[config.mk]
export PLATFORM = sky130hd
export DESIGN_NAME = bitty_prog_loader
export DESIGN_NICKNAME = d
export VERILOG_FILES = /design/src/rtl/bitty_prog_loader.sv
export SDC_FILE = /design/constraint.sdc
export NUM_CORES = 1
export LEC_CHECK = 0
export ABC_AREA = 1
export CAP_MARGIN = 20
export CORE_UTILIZATION = 49
export CTS_CLUSTER_SIZE = 24
export DETAILED_ROUTE_END_ITERATION = 8
export MAX_ROUTING_LAYER = met4
export PLACE_DENSITY = 0.78
export SLEW_MARGIN = 10
export SYNTH_ARGS = -nofsm -noshare
export SYNTH_HDL_FRONTEND = slang
export SYNTH_SLANG_ARGS = --single-unit
[constraint.sdc]
create_clock -name clk -period 1.35 [get_ports clk]
set_input_delay 0.2025 -clock clk [delete_from_list [all_inputs] [get_ports clk]]
set_output_delay 0.2025 -clock clk [all_outputs]
set_load 0.01 [all_outputs]
[src/rtl/bitty_prog_loader.sv]
// Byte-serial program loader for the Bitty instruction memory.
// Frame: count, count x {hi, lo} words, then 8-bit additive checksum.
module bitty_prog_loader #(
   parameter int ADDR_W    = 8,
   parameter int DATA_W    = 16,
   parameter int BASE_ADDR = 0
) (
   input  logic              clk,
   input  logic              rst_n,
   input  logic              load_en,
   input  logic [7:0]        byte_in,
   input  logic              byte_valid,
   output logic              byte_ready,
   output logic              mem_we,
   output logic [ADDR_W-1:0] mem_addr,
   output logic [DATA_W-1:0] mem_wdata,
   output logic              cpu_hold,
   output logic              load_done,
   output logic              err
);

   localparam logic [ADDR_W-1:0] BASE =
      ADDR_W'(BASE_ADDR);

   typedef enum logic [2:0] {
      S_IDLE,
      S_COUNT,
      S_HI,
      S_LO,
      S_WRITE,
      S_CHECK,
      S_DONE,
      S_ERR
   } state_t;

   state_t            state;
   state_t            state_nx;
   logic [7:0]        sum;
   logic [7:0]        sum_nx;
   logic [7:0]        remaining;
   logic [7:0]        remaining_nx;
   logic [7:0]        hi;
   logic [7:0]        hi_nx;
   logic [ADDR_W-1:0] addr_nx;
   logic [DATA_W-1:0] wdata_nx;
   logic              xfer;

   // Outputs decode straight from the state register.
   assign byte_ready = (state == S_COUNT) ||
                       (state == S_HI)    ||
                       (state == S_LO)    ||
                       (state == S_CHECK);
   assign mem_we     = (state == S_WRITE);
   assign cpu_hold   = byte_ready || mem_we;
   assign load_done  = (state == S_DONE);
   assign err        = (state == S_ERR);

   assign xfer = byte_valid & byte_ready;

   always_comb begin
      state_nx     = state;
      sum_nx       = sum;
      remaining_nx = remaining;
      hi_nx        = hi;
      addr_nx      = mem_addr;
      wdata_nx     = mem_wdata;
      unique case (state)
         S_IDLE: begin
            if (load_en) begin
               state_nx = S_COUNT;
               addr_nx  = BASE;
               sum_nx   = 8'd0;
            end
         end
         S_COUNT: begin
            if (!load_en) begin
               state_nx = S_IDLE;
            end else if (xfer) begin
               if (byte_in == 8'd0) begin
                  state_nx = S_ERR;
               end else begin
                  remaining_nx = byte_in;
                  sum_nx       = byte_in;
                  state_nx     = S_HI;
               end
            end
         end
         S_HI: begin
            if (!load_en) begin
               state_nx = S_IDLE;
            end else if (xfer) begin
               hi_nx    = byte_in;
               sum_nx   = sum + byte_in;
               state_nx = S_LO;
            end
         end
         S_LO: begin
            if (!load_en) begin
               state_nx = S_IDLE;
            end else if (xfer) begin
               wdata_nx = DATA_W'({hi, byte_in});
               sum_nx   = sum + byte_in;
               state_nx = S_WRITE;
            end
         end
         S_WRITE: begin
            // The strobe for this word is already out; an abort
            // only decides where we go afterwards.
            addr_nx      = mem_addr + 1'b1;
            remaining_nx = remaining - 8'd1;
            if (!load_en) begin
               state_nx = S_IDLE;
            end else if (remaining == 8'd1) begin
               state_nx = S_CHECK;
            end else begin
               state_nx = S_HI;
            end
         end
         S_CHECK: begin
            if (!load_en) begin
               state_nx = S_IDLE;
            end else if (xfer) begin
               state_nx = (byte_in == sum) ? S_DONE : S_ERR;
            end
         end
         S_DONE, S_ERR: begin
            if (!load_en) begin
               state_nx = S_IDLE;
            end
         end
         default: state_nx = S_IDLE;
      endcase
   end

   always_ff @(posedge clk) begin
      if (!rst_n) begin
         state     <= S_IDLE;
         sum       <= 8'd0;
         remaining <= 8'd0;
         hi        <= 8'd0;
         mem_addr  <= BASE;
         mem_wdata <= '0;
      end else begin
         state     <= state_nx;
         sum       <= sum_nx;
         remaining <= remaining_nx;
         hi        <= hi_nx;
         mem_addr  <= addr_nx;
         mem_wdata <= wdata_nx;
      end
   end

endmodule

==> metrics.csv, run 1 <==
stage;metric;value;unit
global_route;maximum number of pins on one net before global-route repair;18;
timing;Final Max Tran Viols;0;
route;Detailed Route Iter0 Violations;287;
job;number of maximum-capacitance violations;0;
route;average vias per placed instance;5.56;
clock_network;sinks on the clock net;51;
route;DRC viols;0;
timing;Setup-failing EPs final;44;
clock_network;clk_lat worst skew;320;ps
global_route;Remaining Overflow, GRT;0;
power;maximum vdd ir drop;0.000820;V
floorplanning;number of rows in the core area;27;
setup_path;data required time at the worst endpoint;1590;ps
min_path;hold path startpoint;mem_wdata[5];
setup_path;Crit. Startpoint;sum[0];
timing;Post-Route Hold Slack;489;ps
layout;post-route non-filler standard cell count;647;
global_route;aggregate global-route resource usage;31.0;%
yosys;fraction of the yosys area taken by sequential cells;34.7;%
route;average routed wire per standard cell;16.1;um
route;post-route ant nets;0;
timing;Total Negative Setup Slacks;-3450;ps
setup_path;critical path type;reg -> reg;
place;Post-Place Setup Slack;-568;ps
yosys;average size of a mapped cell;6.42;um^2
timing;transition time at the pin with the least slew margin;489;ps
global_route;number of antenna violations at the first check in global routing;0;
place;total instance count after detailed placement;619;
layout;Antenna Cells;0;
setup_path;cell-by-cell listing of the critical path;ha_4 -> fa_2 -> nand2_1 -> nand3_2 -> nand2_1 -> nand2_1 -> o21ai_2 -> nor2_1 -> nor2_1;
timing;number of endpoints with negative hold slack in the final report;0;
setup_path;count of buffering cells on the critical path with inverters included;0;
layout;Total Nets Final;597;
layout;core utilization of the finished layout;82.1;%
yosys;Syn. warnings;0;
power;Pwr Total;5.82;mW
timing;RSZ-0062 raised after global routing;true;
power;Power Dens Cells;1260;nW/um^2
place;hpwl dp;6090;um
clock_network;clock input transition at the sequential cells of the worst setup and hold paths;100;ps
yosys;post-synthesis net count;481;
route;total via count after detailed routing;3599;
run_status;violations in the final reports;setup timing;
setup_path;worst reg2reg path startpoint;sum[0];
yosys;synthesized instance count;458;
setup_path;register-to-register setup slack;-170;ps
timing;Max transition margin;67.4;%
floorplanning;io pins;41;
place;count of port buffers added during placement;40;
layout;Filler Cells Inserted;349;
clock_network;TritonCTS clock tree;done;
timing;highest attainable clock frequency;0.659;GHz
setup_path;most numerous cell on the critical path;sky130_fd_sc_hd__nand2_1;
yosys;synthesized area;2940;um^2
setup_path;slowest stage cell, crit path;sky130_fd_sc_hd__dfxtp_2;
setup_path;highest cell delay on the worst timing path;360;ps
layout;multi-input gate area in the final layout;2060;um^2
timing;PnR worst setup slack;-168;ps
setup_path;data arrival at the endpoint of the critical path;1760;ps
clock_network;cell at the root of the clock tree;sky130_fd_sc_hd__clkbuf_8;
setup_path;kind of start point of the critical path;register;
layout;share of cells above drive strength 1;35.8;%
floorplanning;Horiz. Die Dim;79.4;um
floorplanning;Die Y;79.4;um
route;number of detailed-route iterations in the first pass;5;
timing;post-route clock skew;17.9;ps
yosys;distinct cell type count of the synthesized netlist;28;
clock_network;total number of H-tree levels;2;
route;Total Wirelength;10400;um
clock_network;number of buffers created by CTS;5;
global_route;via count of the first global-routing pass;3162;
run_status;run status;finished with violations;
yosys;Synth Register Bits;51;
timing;final critical-path required period;1520;ps
layout;register area;1040;um^2
setup_path;critical path capture point type;register;
place;Routability Congestion;0.936;
timing;fraction of the cycle the final worst path needs;112;%
setup_path;kind of cell adding the most delay to the critical path;adder cells;
layout;area growth from synthesis to layout;57.6;%
clock_network;maximum clock path buffer count;2;
global_route;first-pass GRT wire length;14900;um
floorplanning;core area;5640;um^2
clock_network;hold-fix buffer count after cts;0;
setup_path;CP max FO;4;
floorplanning;initial standard-cell utilization of the core;52.1;%
floorplanning;Die Area;6310;um^2
min_path;worst hold path class;reg -> reg;
power;P_leak;2.15;nW
layout;final non-filler cell area;4630;um^2
place;cell area reported after detailed placement;3830;um^2
[cell type report]
cell class,count,area share [%]
Multi-Input combinational cell,340,44.5
Timing Repair Buffer,120,23.7
Sequential cell,51,22.5
Inverter,56,4.84
Tap cell,72,1.94
Clock buffer,5,1.49
Clock inverter,3,0.999
[cell usage after synthesis]
cell type                  instances  area, um^2
sky130_fd_sc_hd__buf_2             4        20.0
sky130_fd_sc_hd__a31oi_1           1        6.26
sky130_fd_sc_hd__buf_4             3        22.5
sky130_fd_sc_hd__inv_1            51         191
sky130_fd_sc_hd__nand4_1           6        37.5
sky130_fd_sc_hd__nand2_2           4        25.0
sky130_fd_sc_hd__dfxtp_1          51        1020
sky130_fd_sc_hd__o22ai_1           1        6.26
sky130_fd_sc_hd__nor2_4            5        56.3
sky130_fd_sc_hd__clkbuf_1          4        15.0
sky130_fd_sc_hd__nand2_1          99         372
sky130_fd_sc_hd__xor2_1            2        17.5
sky130_fd_sc_hd__nand3b_1          2        15.0
sky130_fd_sc_hd__nor2_1           93         349
sky130_fd_sc_hd__nand3_1          26         130
sky130_fd_sc_hd__o31ai_1           1        7.51
sky130_fd_sc_hd__a21oi_2           2        17.5
sky130_fd_sc_hd__ha_1             10         125
sky130_fd_sc_hd__buf_6             2        22.5
sky130_fd_sc_hd__o21ai_2           3        26.3
sky130_fd_sc_hd__nor3_1            3        15.0
sky130_fd_sc_hd__a21oi_1          26         130
sky130_fd_sc_hd__a211oi_1          1        7.51
sky130_fd_sc_hd__fa_1              1        20.0
sky130_fd_sc_hd__o21ai_1           4        20.0
sky130_fd_sc_hd__o21ai_0          47         235
sky130_fd_sc_hd__inv_2             5        18.8
sky130_fd_sc_hd__a221oi_1          1        8.76
[worst register-to-register path: cells and delay by family, from the launching register on]
| kind | cells | cell delay (ps) |
|---|---|---|
| AOI/OAI and AO/OA | 1 | 110 |
| and+or+nand+nor | 6 | 440 |
| adders and majority gates | 2 | 530 |
| DFF | 1 | 360 |
[report_power, final]
| part | internal (mW) | leakage [nW] | total, mW | switching, mW |
|---|---|---|---|---|
| clock | 0.560 | 0.0548 | 1.15 | 0.587 |
| sequential | 1.67 | 0.420 | 1.86 | 0.189 |
| combinational | 1.28 | 1.67 | 2.82 | 1.54 |
[sequential cells by signal, summed over array words and instances, names as in the netlist]
name / cells
remaining: 8
hi: 8
sum: 8
mem_addr: 8
state: 3
mem_wdata: 16
[kinds of logic (layout without fill, tap and decap cells)]
logic type	after synthesis	in the layout	synth area share, %
DFF	51	51	34.7
adders and majority gates	11	11	4.94
AOI/OAI and AO/OA	87	87	15.8
and+or+nand+nor	238	240	34.0
xor gates and xnor gates	2	2	0.596
buffers and inverters	69	184	9.88
[worst paths after layout]
kind	depth (start not counted)	to
setup / recovery	9	sum[4]
hold / removal	2	mem_wdata[5]
setup reg to reg	9	sum[4]
hold reg to reg	2	mem_wdata[5]
[layer usage]
layer,vias up,global-route usage (%),share of wire (%)
met2,207,52.4,49
met1,1657,38.2,41
li1,1712,-,-
met5,-,-,0
met4,0,9.09,2.4
met3,23,4.34,7.1
[placed cells by master, fill, tap and decap left out, types with 7 or more instances in the layout]
master	netlist	final
sky130_fd_sc_hd__nor2_2	0	10
sky130_fd_sc_hd__dfxtp_1	51	39
sky130_fd_sc_hd__dlygate4sd2_1	0	31
sky130_fd_sc_hd__dfxtp_2	0	9
sky130_fd_sc_hd__ha_4	0	7
sky130_fd_sc_hd__nand3_1	26	21
sky130_fd_sc_hd__o21ai_0	47	21
sky130_fd_sc_hd__nor2_1	93	78
sky130_fd_sc_hd__nor2_4	5	11
sky130_fd_sc_hd__nand2_4	0	8
sky130_fd_sc_hd__nand2_1	99	80
sky130_fd_sc_hd__buf_6	2	24
sky130_fd_sc_hd__nand2_2	4	14
sky130_fd_sc_hd__o21ai_2	3	16
sky130_fd_sc_hd__inv_2	5	11
sky130_fd_sc_hd__buf_4	3	55
sky130_fd_sc_hd__inv_1	51	42
sky130_fd_sc_hd__o21ai_1	4	14
sky130_fd_sc_hd__a21oi_1	26	22
[timing repair]
action | in CTS | in global routing
endpoints found under the hold margin | 0 | 0
buffers inserted | 10 | 7
pin swaps | 37 | 22
gates cloned | 4 | 0
resized for setup | 142 | 76
endpoints found under the setup margin | 77 | 56
Power figures use the tool's default switching activity.
==> run 2, diff against run 1 <==
--- a/config.mk
+++ b/config.mk
@@ -6,7 +6,6 @@
 export NUM_CORES = 1
 export LEC_CHECK = 0
 export ABC_AREA = 1
-export CAP_MARGIN = 20
 export CORE_UTILIZATION = 49
 export CTS_CLUSTER_SIZE = 24
 export DETAILED_ROUTE_END_ITERATION = 8
==> results of run 2 <==
No change in the layout: final DEF, timing and power equal those of run 1.
==> run 3, diff against run 2 <==
--- a/config.mk
+++ b/config.mk
@@ -7,6 +7,7 @@
 export LEC_CHECK = 0
 export ABC_AREA = 1
 export CORE_UTILIZATION = 49
+export CTS_CLUSTER_DIAMETER = 200
 export CTS_CLUSTER_SIZE = 24
 export DETAILED_ROUTE_END_ITERATION = 8
 export MAX_ROUTING_LAYER = met4
==> results of run 3 <==
No change in the layout: final DEF, timing and power equal those of run 1.
==> variant 1, RTL diff (settings of run 2) <==
Make the reset (`rst_n`) asynchronous in one clocked block.
--- a/src/rtl/bitty_prog_loader.sv
+++ b/src/rtl/bitty_prog_loader.sv
@@ -132,7 +132,7 @@
       endcase
    end
 
-   always_ff @(posedge clk) begin
+   always_ff @(posedge clk or negedge rst_n) begin
       if (!rst_n) begin
          state     <= S_IDLE;
          sum       <= 8'd0;
Check against the original RTL: differs if rst_n is asserted again (counterexample within 4 cycles, from zero or initial values and one cycle with rst_n low); with rst_n held inactive, the same outputs for 4 cycles.
==> variant 1 against run 2 <==
- the run still ends with negative setup slack left
- synthesized area rose by 0.55%
- wire length rose by 21%
- setup slack got worse by 0.15 ns
- first-iteration DRC count rose by 49%
- cell area rose by 7.9%
- sequential cell count did not move
- critical endpoint is now sum[4]
Power is not compared: it rests on default switching activity, and its combinational part moved more than twofold at a synthesized area within 25%.
==> variant 1: results (changes against run 2) <==
cts:
  clock_path_buffers: 2  # unchanged
  cts_root_buffer: "clkbuf_8"
  clk_latency_ns: 0.32  # about the same
  numCtsBuffers: 5  # unchanged
  htreeDepth: 2  # unchanged
  clk_pin_slew_ns: 0.10  # about the same
layout:
  nNetsFinal: 533  # -11%
  fill_cells: 231  # -34%
  largest_register_ffs: 16  # unchanged
  regMostFlops: "mem_wdata"
  drive_gt1_share_pct: 45.0  # +9.2 points
global_routing:
  gr-usage-met1_pct: 36.2  # -2.0 points
  track_usage_pct: 31.4  # +0.40 points
  met3_usage_pct: 6.06  # +1.7 points
  grt_antenna_before_repair: 1  # +1
  globalRouteMet2Util_pct: 52.4  # unchanged
  grt_pass1_vias: 3139  # -0.73%
  grt_max_degree: 52  # +34
  grt_pass1_wl_um: 14700  # -1.5%
route:
  via_count: 3619  # +0.56%
  first_pass_iters: 5  # unchanged
  drt-initial-drc-count: 429  # +49%
  routed_wl_um: 12700  # +21%
placed_design:
  dp_slack_ns: -0.475  # +0.0935 ns
  hpwlAfterDp_um: 5820  # -4.3%
  port_buffers: 40  # unchanged
  gp_congestion: 0.929  # -0.75%
sta:
  maxSlewHeadroom_pct: 74.1  # +6.7 points
  finClkSkew_ns: 0.0115  # -0.00647 ns
  setup_ws_ns: -0.315  # -0.147 ns
  tns_ns: -10.69  # -7.24 ns
  setup_viol: 56  # +27%
synthesis:
  seq_area_frac_synth_pct: 43.2  # +8.4 points
  synth_common_cells: "nand2_1, dfrtp_1, nor2_1"
  yosysUniqueCellTypes: 32  # +14%
  synthCells: 388  # -15%
  syn-num-nets: 411  # -15%
  synthArstFlopShare_pct: 100  # +100 points
  synth_area_leaders: "dfrtp_1, nand2_1, nor2_1"
  yosys_most_used_dff: "dfrtp_1"
  yosys_warnings: 0  # unchanged
setup_path:
  cp.arrival_ns: 1.92  # +0.16 ns
  cpMaxStageDelayCell: "dfrtp_1"
  slowest_delay_ns: 0.44  # +0.08 ns
  crit_fanout: 3  # -1
status:
  failed_checks: "negative setup slack"
  outcome: "finished with violations"
worst_hold_path:
  hp-class: "in -> reg"
power:
  p_leak_nw: 2.44
  ir_drop_mv: 1.49
-- variant 1: cell families after synthesis --
family,synth area share [%]
compound gates,12.6
fa+ha+maj,4.91
xor+xnor,0.593
mux,3.56
simple gates,27.1
buf+inv,8.00
flops,43.2
-- variant 1: final cells by class --
cell class	instances	share of cell area [%]
Multi-Input combinational cell	281	42.1
Timing Repair Buffer	121	24.1
Clock inverter	2	0.325
Antenna cell	1	0.0501
Sequential cell	51	25.6
Inverter	50	4.33
Clock buffer	6	1.65
Tap cell	72	1.80
-- variant 1: stage by stage --
step / total power [mW] / cells / hold WS (ns) / area [um^2]
final: 10.8 / 584 / 0.419 / 5000
after global routing: 11.3 / 584 / 0.454 / 5000
after CTS: 8.77 / 568 / 0.416 / 4350
after detailed placement: 7.09 / 539 / 0.219 / 3820
after floorplan: 5.21 / 388 / -0.0931 / 3020
after global placement: 6.91 / 539 / 0.216 / 3820
-- variant 1: critical path: cells and delay by family, from the launching register on --
family          cells  cell delay (ns)
compound gates      1             0.11
fa+ha+maj           2             0.56
flops               1             0.44
simple gates        6             0.48
-- variant 1: routing by layer --
layer / share of wire [%] / up-vias
met3: 8.4 / 105
met2: 48 / 278
met1: 36 / 1730
met4: 7.7 / 0
met5: 0 / -
li1: - / 1506
-- variant 1: final timing paths --
kind	start	end	slack [ns]	cells after the start
min in group asynchronous	rst_n	remaining[0]	0.43	3
worst min register to register	mem_wdata[4]	mem_wdata[4]	0.52	2
worst min-delay path	byte_in[2]	sum[2]	0.42	5
max in group asynchronous	rst_n	state[1]	0.67	3
worst max register to register	sum[0]	sum[4]	-0.32	9
worst max-delay path	sum[0]	sum[4]	-0.32	9
-- variant 1: where the power goes --
group          internal (mW)  switching, mW
logic                   3.16           3.93
clock network          0.420          0.566
registers               2.17          0.581
-- variant 1: what timing repair did --
action | 4_1_cts | 5_1_grt
gates cloned | 3 | 2
buffers inserted | 17 | 15
endpoints found under the hold margin | 51 | 0
setup endpoints to repair | 76 | 56
hold buffers | 1 | 0
resized for setup | 113 | 145
pin swaps | 22 | 30
==> variant 2, RTL diff (config.mk and constraints of run 2) <==
Made on the original files. Set the parameter `ADDR_W` to 9 (it was 8).
--- a/src/rtl/bitty_prog_loader.sv
+++ b/src/rtl/bitty_prog_loader.sv
@@ -1,7 +1,7 @@
 // Byte-serial program loader for the Bitty instruction memory.
 // Frame: count, count x {hi, lo} words, then 8-bit additive checksum.
 module bitty_prog_loader #(
-   parameter int ADDR_W    = 8,
+   parameter int ADDR_W    = 9,
    parameter int DATA_W    = 16,
    parameter int BASE_ADDR = 0
 ) (
Ports: changed (resized mem_addr); port bits go from 41 to 42. No check against the original RTL was run, so the function may have changed too.
==> variant 2 against run 2 <==
- the flow still finishes with violations (negative setup slack)
- fmax grew 2.0%
- setup slack gained 0.030 ns
- sequential share of layout area grew 1.5 points
- clock skew shrank 0.0080 ns
- cell count shrank 2.3%
- total power shrank 19%
- sequential cell count grew 1
- die area grew 2.6%
- combinational power shrank 31%
- core utilization shrank 6.7 points
- cell area shrank 3.6%
- synthesized area grew 2.6%
- wire length shrank 4.1%
- critical path type unchanged
- largest cell class unchanged
==> variant 2: results (changes against run 2) <==
synthesis:
  synthAdderAreaFrac_pct: 4.81  # -0.13 points
  synth_xor_area_share_pct: 0.871  # +0.28 points
  synth_common_cells: "nand2_1, nor2_1, dfxtp_1"
  syn-num-nets: 478  # -0.62%
placed_design:
  hpwlAfterDp_um: 6150  # +1.0%
  dpl.cell_count: 610  # -1.5%
  dp_slack_ns: -0.546  # +0.0219 ns
  gp_congestion: 0.976  # +4.3%
sta:
  holdWs_ns: 0.468  # -0.0211 ns
  setup_viol: 38  # -14%
  setup_ws_ns: -0.138  # +0.0303 ns
  finClkSkew_ns: 0.00994  # -0.00799 ns
status:
  failed_checks: "negative setup slack"
  outcome: "finished with violations"
global_routing:
  globalRouteMet2Util_pct: 48.8  # -3.6 points
  grt_pass1_vias: 3247  # +2.7%
  grt_max_degree: 23  # +5
  grt_pass1_wl_um: 14800  # -0.88%
route:
  met3WireLength_um: 652  # -12%
  routed_wl_um: 10000  # -4.1%
power:
  ir_drop_mv: 0.914  # +12%
  powerClk_mw: 0.973  # -15%
layout:
  nNetsFinal: 579  # -3.0%
setup_path:
  slowest_delay_ns: 0.38  # +0.02 ns
  cpMaxStageDelayCell: "fa_2"
worst_hold_path:
  min_from: "mem_wdata[13]"
[variant 2: cell types whose count changed after synthesis, sizes merged, moves of 2 or more]
cell    change
nand2       +9
inv         -5
o21ai      -19
nor3        +4
nor2       -36
a21boi      +2
a21oi      +14
nand3      +24
[variant 2: layout make-up]
| class | instances | area [um^2] | area share, % |
|---|---|---|---|
| inverters | 52 | 205 | 4.59 |
| well taps | 75 | 93.8 | 2.10 |
| clock inverters | 3 | 23.8 | 0.532 |
| repair inverters | 1 | 7.51 | 0.168 |
| flip-flops and latches | 52 | 1070 | 24.0 |
| repair buffers | 105 | 910 | 20.4 |
| multi-input cells | 339 | 2090 | 46.7 |
| clock buffers | 5 | 68.8 | 1.54 |
[variant 2: repair_timing]
| action | in CTS | in global routing |
|---|---|---|
| endpoints found under the setup margin | 77 | 52 |
| gates cloned | 1 | 3 |
| pin swaps | 25 | 25 |
| resized for setup | 120 | 70 |
| endpoints found under the hold margin | 0 | 0 |
| setup buffers | 8 | 3 |
